--- src/rtl/serial_rx_if.sv ---
// Serial receiver bundle: line input, consumer handshake and status flags.
interface serial_rx_if #(
  parameter int DATA_BITS = 8
);
  logic                 d;
  logic                 ready;
  logic                 clr_err;
  logic [DATA_BITS-1:0] data;
  logic                 valid;
  logic                 busy;
  logic                 frame_err;
  logic                 overrun;

  // Receiver side
  modport slave (
    input  d, ready, clr_err,
    output data, valid, busy, frame_err, overrun
  );

  // Line driver / consumer side
  modport master (
    output d, ready, clr_err,
    input  data, valid, busy, frame_err, overrun
  );
endinterface

--- src/rtl/serial_rx.sv ---
// Oversampled async serial receiver with a one-word holding register,
// sticky framing/overrun flags and a valid/ready consumer handshake.
module serial_rx #(
  parameter int CLKS_PER_BIT = 4,
  parameter int DATA_BITS    = 8
) (
  input  logic        clock,
  input  logic        nreset,
  serial_rx_if.slave  bus
);

  localparam int CW = $clog2(CLKS_PER_BIT);
  localparam int BW = $clog2(DATA_BITS + 1);
  localparam logic [CW-1:0] HALF_M1 = CW'(CLKS_PER_BIT / 2 - 1);
  localparam logic [CW-1:0] FULL_M1 = CW'(CLKS_PER_BIT - 1);
  localparam logic [BW-1:0] LAST_BIT = BW'(DATA_BITS - 1);

  typedef enum logic [2:0] {IDLE, START, DATA, STOP, WAITHI} state_t;

  state_t               state, state_n;
  logic                 sync1, ds;
  logic [CW-1:0]        cnt, cnt_n;
  logic [BW-1:0]        bit_idx, bit_n;
  logic [DATA_BITS-1:0] shreg, sh_n;
  logic [DATA_BITS-1:0] data_q;
  logic                 valid_q, ferr_q, ovr_q;
  logic                 deliver, ferr_evt;

  // Two-flop synchronizer; resets to the idle (high) line level
  always_ff @(posedge clock) begin
    if (!nreset) begin
      sync1 <= 1'b1;
      ds    <= 1'b1;
    end else begin
      sync1 <= bus.d;
      ds    <= sync1;
    end
  end

  // FSM, bit-time counter and shift register state
  always_ff @(posedge clock) begin
    if (!nreset) begin
      state   <= IDLE;
      cnt     <= '0;
      bit_idx <= '0;
      shreg   <= '0;
    end else begin
      state   <= state_n;
      cnt     <= cnt_n;
      bit_idx <= bit_n;
      shreg   <= sh_n;
    end
  end

  // Next-state: mid-bit sampling, LSB first; deliver or flag at the stop bit
  always_comb begin
    state_n  = state;
    cnt_n    = cnt;
    bit_n    = bit_idx;
    sh_n     = shreg;
    deliver  = 1'b0;
    ferr_evt = 1'b0;
    case (state)
      IDLE: begin
        if (!ds) begin
          state_n = START;
          cnt_n   = '0;
          bit_n   = '0;
        end
      end
      START: begin
        if (cnt == HALF_M1) begin
          cnt_n   = '0;
          state_n = ds ? IDLE : DATA;
        end else begin
          cnt_n = cnt + 1'b1;
        end
      end
      DATA: begin
        if (cnt == FULL_M1) begin
          cnt_n = '0;
          sh_n  = {ds, shreg[DATA_BITS-1:1]};
          if (bit_idx == LAST_BIT) state_n = STOP;
          else                     bit_n   = bit_idx + 1'b1;
        end else begin
          cnt_n = cnt + 1'b1;
        end
      end
      STOP: begin
        if (cnt == FULL_M1) begin
          cnt_n = '0;
          if (ds) begin
            deliver = 1'b1;
            state_n = IDLE;
          end else begin
            ferr_evt = 1'b1;
            state_n  = WAITHI;
          end
        end else begin
          cnt_n = cnt + 1'b1;
        end
      end
      WAITHI: begin
        if (ds) state_n = IDLE;
      end
      default: state_n = IDLE;
    endcase
  end

  // Holding register, handshake and sticky flags (set beats clear)
  always_ff @(posedge clock) begin
    if (!nreset) begin
      data_q  <= '0;
      valid_q <= 1'b0;
      ferr_q  <= 1'b0;
      ovr_q   <= 1'b0;
    end else begin
      if (deliver && (!valid_q || bus.ready)) begin
        data_q  <= shreg;
        valid_q <= 1'b1;
      end else if (valid_q && bus.ready) begin
        valid_q <= 1'b0;
      end
      if (bus.clr_err) begin
        ferr_q <= 1'b0;
        ovr_q  <= 1'b0;
      end
      if (ferr_evt)                          ferr_q <= 1'b1;
      if (deliver && valid_q && !bus.ready)  ovr_q  <= 1'b1;
    end
  end

  assign bus.data      = data_q;
  assign bus.valid     = valid_q;
  assign bus.busy      = (state != IDLE);
  assign bus.frame_err = ferr_q;
  assign bus.overrun   = ovr_q;

endmodule

--- src/flat_wrapper.sv ---
// flat-port wrapper written by rule: the top's interface ports become plain ports
module serial_rx_flat 
#(
  parameter int CLKS_PER_BIT = 4,
  parameter int DATA_BITS    = 8
)
  (clock, nreset, bus_d, bus_ready, bus_clr_err, bus_data, bus_valid, bus_busy, bus_frame_err, bus_overrun);
  serial_rx_if #(.DATA_BITS(DATA_BITS)) bus_i ();
  input  logic clock;
  input  logic nreset;
  input wire logic [$bits(bus_i.d)-1:0] bus_d;
  input wire logic [$bits(bus_i.ready)-1:0] bus_ready;
  input wire logic [$bits(bus_i.clr_err)-1:0] bus_clr_err;
  output wire logic [$bits(bus_i.data)-1:0] bus_data;
  output wire logic [$bits(bus_i.valid)-1:0] bus_valid;
  output wire logic [$bits(bus_i.busy)-1:0] bus_busy;
  output wire logic [$bits(bus_i.frame_err)-1:0] bus_frame_err;
  output wire logic [$bits(bus_i.overrun)-1:0] bus_overrun;
  assign bus_i.d = bus_d;
  assign bus_i.ready = bus_ready;
  assign bus_i.clr_err = bus_clr_err;
  assign bus_data = bus_i.data;
  assign bus_valid = bus_i.valid;
  assign bus_busy = bus_i.busy;
  assign bus_frame_err = bus_i.frame_err;
  assign bus_overrun = bus_i.overrun;
  serial_rx #(.CLKS_PER_BIT(CLKS_PER_BIT), .DATA_BITS(DATA_BITS)) u_core (.clock(clock), .nreset(nreset), .bus(bus_i));
endmodule
--- config.mk ---
export PLATFORM = sky130hd
export DESIGN_NAME = serial_rx_flat
export DESIGN_NICKNAME = d
export VERILOG_FILES = /design/src/rtl/serial_rx_if.sv /design/src/rtl/serial_rx.sv /design/src/flat_wrapper.sv
export SDC_FILE = /design/constraint.sdc
export NUM_CORES = 1
export LEC_CHECK = 0
export BUFFER_PORTS_ARGS = -buffer_cell sky130_fd_sc_hd__buf_2
export CORE_MARGIN = 1
export CORE_UTILIZATION = 45
export CTS_BUF_LIST = sky130_fd_sc_hd__clkbuf_16
export CTS_CLUSTER_SIZE = 28
export DETAILED_ROUTE_END_ITERATION = 10
export HOLD_SLACK_MARGIN = 0.12
export PLACE_DENSITY = 0.69
export RECOVER_POWER = 25
export SETUP_SLACK_MARGIN = 0.2
export SKIP_CTS_REPAIR_TIMING = 1
export SYNTH_ARGS = -nofsm -noshare
export SYNTH_HDL_FRONTEND = slang
export SYNTH_SLANG_ARGS = --single-unit
--- constraint.sdc ---
create_clock -name clock -period 3.2 [get_ports clock]
set_clock_uncertainty 0.15 [all_clocks]
set_input_delay 0.64 -clock clock [delete_from_list [all_inputs] [get_ports clock]]
set_output_delay 0.64 -clock clock [all_outputs]
set_load 0.05 [all_outputs]
## Word level (Yosys, flattened, before mapping)

Cells that the tools add are included.

- Muxes and demuxes: 28
- Equality and inequality tests: 14
- Add/subtract/negate cells: 2
- Reduce and logical (&&, ||, !) cells: 19

Operators by type and width:

| cell | count |
|---|---|
| $mux 3 | 7 |
| $pmux 3 s5 | 1 |
| $mux 4 | 3 |
| $mux 1 | 11 |
| $ne 2x1->1 const B | 5 |
| $mux 2 | 4 |
| $pmux 4 s2 | 1 |
| $reduce_bool 2->1 | 4 |
| $eq 3x2->1 const B | 2 |
| $pmux 2 s3 | 1 |
| $reduce_and 6->1 | 1 |
| $reduce_bool 3->1 | 2 |
| $add 4x1->4 const B | 1 |
| $eq 4x3->1 const B | 1 |
| $logic_and 1x1->1 | 4 |
| $ne 2x2->1 const B | 2 |
| $reduce_and 2->1 | 2 |
| $reduce_and 4->1 | 1 |
| $eq 3x1->1 const B | 1 |
| $eq 3x3->1 const B | 1 |
| $logic_not 3->1 | 1 |
| $add 2x1->2 const B | 1 |
| $eq 2x1->1 const B | 1 |
| $eq 2x2->1 const B | 1 |
| 3 further kinds | 4 |

- Bits in registers: 30
- Output and inout bits: 12
- Word-level logic and storage cells: 73
- Input port bits: 5

## Longest topological paths before layout

- Depth after elaboration: 6
- Mapped depth: 6
- Mapped depth without buffers: 6

## Least setup slack after synthesis

OpenSTA, ideal clock, no wires.

- Kind: register -> output
- Start: register u_core.state[1]
- End: output bus_busy
- Setup slack: 1.257 ns
- Data arrival time: 1.153 ns
- Path buffers: 2
- Data required time: 2.410 ns
- Stages on the path, launching flop included: 4
- Cell sequence: dfxtp_1 buf_2 buf_2 or3_1

- Word-level cells in the longest chain between the ends: 1

Ends and longest elaborated chain:

| item | RTL line | source |
|---|---|---|
| start: declaration | serial_rx.sv:20 | `state_t state, state_n;` |
| start signal: assignment | serial_rx.sv:48 | `state <= state_n;` |
| $reduce_bool 3->1 | serial_rx.sv:135 | `assign bus.busy = (state != IDLE);` |
| end: declaration | flat_wrapper.sv:16 | `output wire logic [$bits(bus_i.busy)-1:0] bus_busy;` |

Every way passes these cells.

## Worst setup path after layout

Same ends and word-level chain as after synthesis.

==> results_dict.tcl <==
set metrics [dict create \
    dp_hpwl_microns 1700 \
    syn_inst 160 \
    die_w_microns 56.5 \
    gr-total-overflow 0 \
    routed_wl_microns 2490 \
    critPathLaunchType "register" \
    synth.avg_cell_area_sq_um 8.36 \
    maxCapViolCount 0 \
    gp_congestion 0.750 \
    synth_nets 170 \
    cp_max_fo 19 \
    p_total_w 0.000919 \
    drive_gt1_frac 0.139 \
    crit_path_end_kind "output pin" \
    clock_path_buffers 2 \
    worstMarginPinSlew_ps 597 \
    ys_ff_latch 30 \
    r2r_slack_ps 1460 \
    setup_slack_ps 1010 \
    p_sw_frac 0.187 \
    clkPwrFrac 0.563 \
    grt_pass1_vias 1027 \
    drc 0 \
    synth_cell_types 36 \
    clk_latency_ps 270 \
    hold_class "register to register" \
    grt_max_degree 30 \
    place_ws_ps 967 \
    status "finished clean" \
    clock-sinks 30 \
    first_pass_iters 4 \
    grt_pass1_wl_microns 4280 \
    rsz0062_at_grt "no" \
    synth_top_area_cell "dfxtp_1" \
    htree_levels 2 \
    die_height_microns 56.5 \
    p_switching_w 0.000172 \
    clk_pin_slew_ps 50 \
    setup_violations 0 \
    period_needed_ps 2190 \
    critPathArrivalTime_ps 1400 \
    vias 1134 \
    fin_crit_sh 0.683 \
    num_rows 19 \
    slew-limit-headroom 0.604 \
    worstReg2RegEnd "u_core.bit_idx[0]$_SDFFE_PN0P_" \
    final_common_cell "nand2_1" \
    power.internal_w 0.000747 \
    root_buffer "clkbuf_16" \
    ios 17 \
    fin_setup_tns_ps 0 \
    final_cell_mix "nand2_1, dfxtp_1, a21oi_1, nand3_1, buf_2" \
    track_usage 0.178 \
    diodes 0 \
    areaGrowthSynthToFinish_pct 16.1 \
    fp.dieArea_sq_um 3190 \
    antenna_found_initial 0 \
    hp-start "u_core.sync1$_SDFF_PN1_" \
    final_nets 182 \
    place.port_buffers 16 \
    synth-warning-count 0 \
    drt_iter0_drc 35 \
    drv_slew 0 \
    seqPwrFrac 0.413 \
    yosys-top-cells-area "dfxtp_1, nand2_1, a21oi_1, ha_1, nand3_1" \
    post_drt_wl_per_cell_microns 12.2 \
    crit_type "register to output pin" \
    initial_core_util 0.481 \
    fin_util 0.558 \
    cts_buffers 5 \
    worstPathRequired_ps 2410 \
    combinationalPowerShare 0.024 \
    nFillCells 237 \
    r2r_cells 3 \
    holdPathStages 1 \
    p_leak_nw 0.594 \
    drtAntennaViolNets 0 \
    vias_per_cell 5.56 \
    yosysSeqAreaShare 0.449 \
    core_region_area_sq_um 2780 \
    powerDensity_nw_per_um2 592 \
    yosys.area.top_type_share 0.449 \
    synth_area_sq_um 1340 \
    r2r_start "u_core.state[1]$_SDFFE_PN0P_" \
    ir_drop_mv 0.785 \
    cts_tree "done" \
    min_to "u_core.ds$_SDFF_PN1_" \
    fmax_ghz 0.457 \
    hold_violations 0 \
]
power by group through the flow:
stage                     sequential (W)  combinational, W  clock [W]
after floorplan                 0.000385         0.0000197          0
after global routing            0.000379         0.0000246   0.000541
after CTS                       0.000379         0.0000222   0.000528
after global placement          0.000387         0.0000215          0
final                           0.000380         0.0000222   0.000517
after detailed placement        0.000387         0.0000221          0
synth_stat cells:
cell	instances
nand2b_1	5
o22ai_1	5
a311oi_1	1
and4b_1	1
nand3b_1	2
nor2_1	6
buf_6	2
buf_1	1
a21oi_1	13
or3_1	2
mux2_2	1
and3_1	1
a31oi_1	1
a21o_1	2
or2_4	1
and2_1	1
clkbuf_1	3
nand3_4	1
a221oi_1	2
dfxtp_1	30
nand4_1	1
nand2_1	33
o21ai_0	8
nand3_1	11
nand4b_1	1
buf_2	5
a22oi_1	1
o31ai_1	1
or2_2	2
o311a_1	1
inv_1	5
mux2i_1	1
ha_1	5
nor3_1	2
a2bb2oi_1	1
nor3b_1	1
worst max path at each step:
stage / end / cells after the start / from
after CTS: bus_busy / 2 / u_core.state[1]$_SDFFE_PN0P_
after global routing: bus_busy / 2 / u_core.state[1]$_SDFFE_PN0P_
after floorplan: bus_busy / 3 / u_core.state[1]$_SDFFE_PN0P_
after detailed placement: u_core.bit_idx[0]$_SDFFE_PN0P_ / 4 / nreset
final: bus_busy / 2 / u_core.state[1]$_SDFFE_PN0P_
after global placement: u_core.bit_idx[0]$_SDFFE_PN0P_ / 4 / nreset
through the flow:
stage                     hold slack, ps  instances  instance area (sq um)
final                                258        204                   1550
after global routing                 270        204                   1550
after CTS                            266        204                   1560
after detailed placement             246        196                   1390
after global placement               240        196                   1390
after floorplan                      236        160                   1340
cells by family after synthesis:
kind of cell               share of synthesized area
AOI/OAI and AO/OA                              0.163
muxes                                         0.0159
and+or+nand+nor                                0.265
adders and majority gates                     0.0468
buffers and inverters                         0.0608
DFF                                            0.449
worst max-delay path, cell delays in order, from the launching register on:
cell,delay (ps)
dfxtp_1,680
or3_1,190
buf_2,250
cell type report:
class | instances | area [sq um] | area share
well taps | 31 | 38.8 | 0.0250
flip-flops and latches | 30 | 601 | 0.387
repair buffers | 16 | 73.8 | 0.0475
clock inverters | 3 | 40.0 | 0.0258
clock buffers | 5 | 125 | 0.0806
multi-input cells | 114 | 656 | 0.422
inverters | 5 | 18.8 | 0.0121
state kept, by name (all words and copies together), names as in the netlist:
register and cells:
u_core.bus.data 8, u_core.shreg 8, u_core.bit_idx 4, u_core.state 3, u_core.cnt 2, u_core.bus.frame_err 1, u_core.bus.overrun 1, u_core.bus.valid 1
u_core.ds 1, u_core.sync1 1
per-layer routing:
layer	routed length (microns)	vias to the layer above	track usage
met5	0	-	0
met4	59	0	0.0941
met3	114	4	0.0622
met2	1210	27	0.301
met1	1110	526	0.194
li1	-	577	-
Power figures use the tool's default switching activity.
